[config.mk]
export PLATFORM = sky130hd
export DESIGN_NAME = spiker_wrap_flat
export DESIGN_NICKNAME = d
export VERILOG_FILES = /design/src/rtl/spiker_adapter_pkg.sv /design/src/rtl/spiker_wrap_if.sv /design/src/rtl/spiker_wrap.sv /design/src/flat_wrapper.sv
export SDC_FILE = /design/constraint.sdc
export NUM_CORES = 2
export LEC_CHECK = 0
export BUFFER_PORTS_ARGS = -buffer_cell sky130_fd_sc_hd__buf_2
export CELL_PAD_IN_SITES_DETAIL_PLACEMENT = 1
export CELL_PAD_IN_SITES_GLOBAL_PLACEMENT = 1
export CORE_MARGIN = 2
export CORE_UTILIZATION = 35
export CTS_BUF_LIST = sky130_fd_sc_hd__clkbuf_8
export DETAILED_ROUTE_END_ITERATION = 6
export GPL_TIMING_DRIVEN = 1
export HOLD_SLACK_MARGIN = 0.06
export MAX_ROUTING_LAYER = met4
export PLACE_DENSITY = 0.72
export SLEW_MARGIN = 10
export SYNTH_ARGS = -nofsm -noshare
export SYNTH_HDL_FRONTEND = slang
export SYNTH_SLANG_ARGS = --single-unit
export TNS_END_PERCENT = 20
[constraint.sdc]
create_clock -name clk_i -period 26.7 [get_ports clk_i]
set_clock_uncertainty 0.2 [all_clocks]
set_input_delay 1.335 -clock clk_i [delete_from_list [all_inputs] [get_ports clk_i]]
set_output_delay 1.335 -clock clk_i [all_outputs]
set_load 0.03 [all_outputs]
[src/rtl/spiker_adapter_pkg.sv]
// Shared definitions for the spiker adapter: size derivations and wrap FSM states.
package spiker_adapter_pkg;

    typedef enum logic [0:0] {
        IDLE  = 1'b0,
        WRITE = 1'b1
    } spiker_wrap_state_e;

    // Spike vector width rounded up to a whole number of register words.
    function automatic int unsigned calc_data_width(input int unsigned n_spikes,
                                                    input int unsigned width);
        return ((n_spikes + width - 1) / width) * width;
    endfunction

    // Number of register words needed to hold one spike vector.
    function automatic int unsigned calc_n_words(input int unsigned n_spikes,
                                                 input int unsigned width);
        return calc_data_width(n_spikes, width) / width;
    endfunction

    // Word index width; a single-word result still gets a 1-bit index.
    function automatic int unsigned calc_idx_w(input int unsigned n_spikes,
                                               input int unsigned width);
        int unsigned nw;
        nw = calc_n_words(n_spikes, width);
        return (nw <= 1) ? 1 : $clog2(nw);
    endfunction

endpackage

[src/rtl/spiker_wrap_if.sv]
// Spike-result handshake plus register-file write strobes of spiker_wrap.
interface spiker_wrap_if
    import spiker_adapter_pkg::*;
#(
    parameter int unsigned WIDTH    = 32,
    parameter int unsigned N_SPIKES = 784
) ();

    localparam int unsigned IDX_W = calc_idx_w(N_SPIKES, WIDTH);

    logic                spikes_valid_i;
    logic                spikes_ready_o;
    logic [N_SPIKES-1:0] spikes_i;
    logic                reg_stall_i;
    logic [IDX_W-1:0]    word_idx_o;
    logic [WIDTH-1:0]    word_data_o;
    logic                word_we_o;
    logic                busy_o;
    logic                done_o;
    logic                clear_i;

    // Block-side view.
    modport slave (
        input  spikes_valid_i, spikes_i, reg_stall_i, clear_i,
        output spikes_ready_o, word_idx_o, word_data_o, word_we_o, busy_o, done_o
    );

    // Spike core / register file / software side.
    modport master (
        output spikes_valid_i, spikes_i, reg_stall_i, clear_i,
        input  spikes_ready_o, word_idx_o, word_data_o, word_we_o, busy_o, done_o
    );

endinterface

[src/rtl/spiker_wrap.sv]
// Captures a spike result vector and writes it word by word into the
// result register array; raises a sticky done flag when the last word lands.
module spiker_wrap
    import spiker_adapter_pkg::*;
#(
    parameter int unsigned WIDTH    = 32,
    parameter int unsigned N_SPIKES = 784
) (
    input logic          clk_i,
    input logic          rst_i,
    spiker_wrap_if.slave bus
);

    localparam int unsigned DATA_WIDTH = calc_data_width(N_SPIKES, WIDTH);
    localparam int unsigned N_WORDS    = calc_n_words(N_SPIKES, WIDTH);
    localparam int unsigned IDX_W      = calc_idx_w(N_SPIKES, WIDTH);
    localparam logic [IDX_W-1:0] LAST_IDX = IDX_W'(N_WORDS - 1);

    spiker_wrap_state_e    state_q;
    logic [DATA_WIDTH-1:0] shadow_q;
    logic [IDX_W-1:0]      idx_q;
    logic                  done_q;

    // Capture, word stepping and sticky done; a completing write beats clear_i.
    always_ff @(posedge clk_i or posedge rst_i) begin
        if (rst_i) begin
            state_q  <= IDLE;
            shadow_q <= '0;
            idx_q    <= '0;
            done_q   <= 1'b0;
        end else begin
            if (bus.clear_i) begin
                done_q <= 1'b0;
            end
            case (state_q)
                IDLE: begin
                    if (bus.spikes_valid_i) begin
                        shadow_q <= DATA_WIDTH'(bus.spikes_i);
                        idx_q    <= '0;
                        done_q   <= 1'b0;
                        state_q  <= WRITE;
                    end
                end
                WRITE: begin
                    if (!bus.reg_stall_i) begin
                        if (idx_q == LAST_IDX) begin
                            done_q  <= 1'b1;
                            state_q <= IDLE;
                            idx_q   <= '0;
                        end else begin
                            idx_q <= idx_q + IDX_W'(1);
                        end
                    end
                end
                default: state_q <= IDLE;
            endcase
        end
    end

    // Handshake, status and the word currently presented to the register file.
    always_comb begin
        bus.spikes_ready_o = (state_q == IDLE);
        bus.busy_o         = (state_q == WRITE);
        bus.word_we_o      = (state_q == WRITE) && !bus.reg_stall_i;
        bus.word_idx_o     = idx_q;
        bus.word_data_o    = shadow_q[idx_q * WIDTH +: WIDTH];
        bus.done_o         = done_q;
    end

endmodule
[src/flat_wrapper.sv]
// flat-port wrapper written by rule: the top's interface ports become plain ports
module spiker_wrap_flat import spiker_adapter_pkg::*;
#(
    parameter int unsigned WIDTH    = 32,
    parameter int unsigned N_SPIKES = 784
)
  (clk_i, rst_i, bus_spikes_valid_i, bus_spikes_i, bus_reg_stall_i, bus_clear_i, bus_spikes_ready_o, bus_word_idx_o, bus_word_data_o, bus_word_we_o, bus_busy_o, bus_done_o);
  spiker_wrap_if #(.WIDTH(WIDTH), .N_SPIKES(N_SPIKES)) bus_i ();
  input logic clk_i;
  input logic rst_i;
  input wire logic [$bits(bus_i.spikes_valid_i)-1:0] bus_spikes_valid_i;
  input wire logic [$bits(bus_i.spikes_i)-1:0] bus_spikes_i;
  input wire logic [$bits(bus_i.reg_stall_i)-1:0] bus_reg_stall_i;
  input wire logic [$bits(bus_i.clear_i)-1:0] bus_clear_i;
  output wire logic [$bits(bus_i.spikes_ready_o)-1:0] bus_spikes_ready_o;
  output wire logic [$bits(bus_i.word_idx_o)-1:0] bus_word_idx_o;
  output wire logic [$bits(bus_i.word_data_o)-1:0] bus_word_data_o;
  output wire logic [$bits(bus_i.word_we_o)-1:0] bus_word_we_o;
  output wire logic [$bits(bus_i.busy_o)-1:0] bus_busy_o;
  output wire logic [$bits(bus_i.done_o)-1:0] bus_done_o;
  assign bus_i.spikes_valid_i = bus_spikes_valid_i;
  assign bus_i.spikes_i = bus_spikes_i;
  assign bus_i.reg_stall_i = bus_reg_stall_i;
  assign bus_i.clear_i = bus_clear_i;
  assign bus_spikes_ready_o = bus_i.spikes_ready_o;
  assign bus_word_idx_o = bus_i.word_idx_o;
  assign bus_word_data_o = bus_i.word_data_o;
  assign bus_word_we_o = bus_i.word_we_o;
  assign bus_busy_o = bus_i.busy_o;
  assign bus_done_o = bus_i.done_o;
  spiker_wrap #(.WIDTH(WIDTH), .N_SPIKES(N_SPIKES)) u_core (.clk_i(clk_i), .rst_i(rst_i), .bus(bus_i));
endmodule
---- Word level (Yosys, flattened, before mapping) ----
Cells that the tools add are included.
operators by class
  add/subtract/negate cells ............... 1
  equality and inequality tests ........... 3
  shift operators ......................... 1
  muxes and demuxes ....................... 13
  bitwise gates (word level) .............. 1
  reduce and logical (&&, ||, !) cells .... 4
operators by type and width
  operator                                                        number
  800-bit by 11-bit variable part select with 32-bit output       1
  5-bit two-way mux                                               3
  5-bit one-hot mux with 2 select lines                           1
  1-bit two-way mux                                               7
  5-bit by 1-bit adder with 5-bit output (second input constant)  1
  5-bit == test (second input constant)                           1
  2-bit inequality test (second input constant)                   2
  1-bit one-hot mux with 2 select lines                           2
  2-bit AND reduction                                             2
  1-bit logical AND                                               1
  1-bit logical NOT                                               1
  1-bit NOT                                                       1
storage, ports and cells
  register bits after elaboration ......... 791
  input port bits ......................... 789
  output and inout port bits .............. 41
  logic and storage cells ................. 27

---- Logic depth before layout (Yosys ltp) ----
  depth in word-level cells ............... 4
  depth in mapped cells ................... 9

---- Worst setup path after synthesis ----
OpenSTA, ideal clock, no wires.
  kind .................................... register to output
  start ................................... reg u_core.idx_q[1], in the netlist u_core.bus.word_idx_o[1]
  end ..................................... out bus_word_data_o[21]
  data arrival time ....................... 2.086 ns
  setup slack ............................. 23.079 ns
  cell stages (with the launch flop) ...... 9
  cell sequence ........................... dfrtp_1 buf_4 buf_6 buf_4 nand3_1 buf_2 o22ai_1 a21oi_1 o211ai_1
between the ends
  cells in the longest elaborated chain, start to end .. 1
ends and longest elaborated chain
  element                                                    RTL line            source
  start, declared                                            spiker_wrap.sv:21   logic [IDX_W-1:0] idx_q;
  start signal, assigned                                     spiker_wrap.sv:51   idx_q <= idx_q + IDX_W'(1);
  800-bit by 11-bit variable part select with 32-bit output  spiker_wrap.sv:66   bus.word_data_o = shadow_q[idx_q * WIDTH +: WIDTH];
  end, declared                                              flat_wrapper.sv:17  output wire logic [$bits(bus_i.word_data_o)-1:0] bus_word_data_o;
No other way between the ends.

---- Worst setup path after layout ----
  start ................................... reg u_core.idx_q[0], in the netlist u_core.bus.word_idx_o[0]
  end ..................................... out bus_word_data_o[13]
Same word-level chain as after synthesis.

==> flow_metrics.py <==
metrics = {
    "final_layout": {
        "layout.nets": 3979,
        "design_area_mm2": 0.0440,
        "syn2layout_area_growth_pct": 23.4,
        "final_common_cell": "buf_2",
        "final_cell_mix": "buf_2 (829), mux2_2 (791), dfrtp_1 (788), mux2i_1 (184), clkbuf_8 (176)",
        "stdcell_count": 4720,
        "drive_above_1_share_pct": 60.1,
    },
    "yosys": {
        "synthFlopType": "dfrtp_1",
        "ys_seq_elements": 791,
        "synth_cell_type_count": 37,
        "avgSynthCellArea_um2": 15.2,
        "ys.warnings.count": 0,
        "syn_nets": 3137,
        "postSynthCellCount": 2346,
        "synth_seq_area_share_pct": 55.5,
        "synth_area_mm2": 0.0357,
        "synth_edf_count": 0,
        "synthArstFlopShare_pct": 100,
    },
    "power_and_ir_drop": {
        "ir_worst_vdd_v": 0.0000451,
        "netSwitchingPower_mw": 1.14,
        "comb_power_share_pct": 23.7,
        "p_seq_share_pct": 42.1,
        "p_total_mw": 3.45,
        "p_int_mw": 2.31,
        "p_leak_nw": 20.4,
        "p_per_area_mw_per_mm2": 78.5,
        "swShare_pct": 33.1,
        "power.share.clock_pct": 34.2,
    },
    "route": {
        "wirelength_um": 136000,
        "drc_errors": 0,
        "wl_per_cell_um": 28.9,
        "postRouteAntennaNets": 0,
        "first_pass_iters": 5,
        "viasPerCell": 5.10,
        "vias": 24100,
        "drt_iter0_markers": 1305,
    },
    "clock_tree": {
        "clk_latency_ns": 0.79,
        "cts.repair.resized": 0,
        "post_cts_buffers": 0,
        "cts_tree": "built",
        "cts.htree.levels": 4,
        "path_clk_slew_ns": 0.05,
        "cts_buffer_depth": 3,
        "cts.sinks": 791,
        "ctsHoldBuffers": 0,
        "cts_root_buf": "clkbuf_8",
        "numCtsBuffers": 144,
    },
    "floorplanning": {
        "initial_core_util_pct": 35.1,
        "dieArea_mm2": 0.104,
        "die_w_um": 323,
        "fp-row-count": 117,
        "io_pins": 830,
        "die_h_um": 323,
        "core_mm2": 0.101,
    },
    "timing": {
        "fin_crit_sh_pct": 26.3,
        "rsz0062_at_grt": "false",
        "hold_violations": 0,
        "setup_viol": 0,
        "fin_setup_tns_ns": 0,
        "relSlewSlack_pct": 22.4,
        "slew_viol_final": 0,
        "finalCriticalPeriod_ns": 7.03,
        "worst_pin_slew_ns": 1.16,
        "fmax_mhz": 142,
    },
    "grt": {
        "grt_max_degree": 166,
        "overflow": 0,
        "antenna_found_initial": 62,
        "gr-usage-all-layers_pct": 26.6,
        "grt_pass1_wl_um": 190000,
        "grt_pass1_vias": 26500,
    },
    "run_status": {
        "outcome": "complete, no violations",
    },
    "critical_path": {
        "slowest_delay_ns": 0.96,
        "start_kind": "register",
        "cp.required_ns": 25.16,
        "path_max_fanout": 44,
        "crit_arrival_ns": 5.50,
        "path_class": "register to output pin",
        "end_kind": "output pin",
        "slowest_stage": "dfrtp_4",
        "critPathMostFrequentCell": "buf_4",
        "crit_chain": "buf_4 > buf_4 > mux4_2 > a22oi_1 > nand4_1 > buf_2",
    },
    "placed_design": {
        "dp_cells": 4410,
        "dp_hpwl_um": 104000,
        "numPortBuffers": 829,
        "gp_congestion": 0.843,
        "placed_cell_area_mm2": 0.0409,
    },
    "worst_hold_path": {
        "hold_path.class": "register to register",
    },
    "run": {
        "cap_violations": 0,
    },
}
cell usage after synthesis (7+ instances only):
master      n  area share (%)
dfrtp_1   791              56
mux2_2    791              25
mux2i_1   184             5.2
buf_2     103             1.4
mux4_2    100             6.3
a22oi_1    82             1.7
nand3_1    47            0.66
nand2_1    39            0.41
clkbuf_1   27            0.28
o22ai_1    25            0.44
a21oi_1    21            0.29
buf_6      17            0.54
o211ai_1   16            0.34
buf_4      15            0.32
nand2b_1   12            0.21
nand4_1    10            0.18
nor2_1      8           0.084
inv_1       7           0.074
final timing paths:
path                                                      start                                to  slack (ns)  cells past startpoint
setup / recovery           u_core.bus.word_idx_o[0]$_DFFE_PP0P_               bus_word_data_o[13]       19.67                      6
hold / removal                 u_core.shadow_q[732]$_DFFE_PP0P_  u_core.shadow_q[732]$_DFFE_PP0P_        0.30                      1
setup reg to reg                    u_core.bus.busy_o$_DFF_PP0_  u_core.shadow_q[427]$_DFFE_PP0P_       21.16                      7
hold reg to reg                u_core.shadow_q[732]$_DFFE_PP0P_  u_core.shadow_q[732]$_DFFE_PP0P_        0.30                      1
max in group asynchronous                                 rst_i  u_core.shadow_q[162]$_DFFE_PP0P_       22.81                      5
min in group asynchronous                                 rst_i  u_core.shadow_q[458]$_DFFE_PP0P_        0.42                      2
cells by family after synthesis:
group,count (synthesis),synth area share (%)
AOI/OAI and AO/OA,170,3.36
adders and majority gates,2,0.0702
buffers and inverters,176,2.73
DFF,791,55.5
muxes,1075,36.5
and+or+nand+nor,132,1.86
per-stage QoR:
stage	hold WS, ns	worst slack (ns)	utilization [%]
after CTS	0.304	19.57	43.2
final	0.299	19.67	43.4
after global placement	0.284	20.20	40.3
after floorplan	0.275	2.95	-
after global routing	0.315	19.39	43.4
after detailed placement	0.292	20.23	40.3
area by class of cell:
type	count	area (um^2)
tap	1368	1710
fill	10700	57500
clock buffer	176	2420
multi-input combinational	1379	14900
inverter	7	33.8
antenna	60	150
timing repair buffer	865	4460
clock inverter	74	489
sequential	791	19800
power groups by stage:
stage	combinational (mW)	clock (mW)	sequential [mW]
final	0.818	1.18	1.45
after global routing	0.873	1.26	1.47
after global placement	0.824	0	1.46
after floorplan	0.489	0	1.41
after detailed placement	0.837	0	1.47
after CTS	0.841	1.21	1.45
registers in the layout, summed over array words and instances (netlist names):
name and cells:
u_core.bus.busy_o 1, u_core.bus.done_o 1, u_core.bus.word_idx_o 5, u_core.shadow_q 784
worst max-delay path, delay by kind of cell, from the launching register on:
kind | cells | cell delay [ns]
flops | 1 | 0.96
buf+inv | 3 | 1.84
mux | 1 | 0.65
compound gates | 1 | 0.78
simple gates | 1 | 0.33
metal layers:
metal	wire (um)	global-route usage [%]	vias up	share of wire, %
li1	-	-	10500	-
met1	55300	31.7	12600	41
met2	68600	43.9	782	50
met3	9400	7.38	179	6.9
met4	3200	7.89	0	2.3
met5	0	-	-	0
Note: power is estimated with default switching activity, not from simulation.
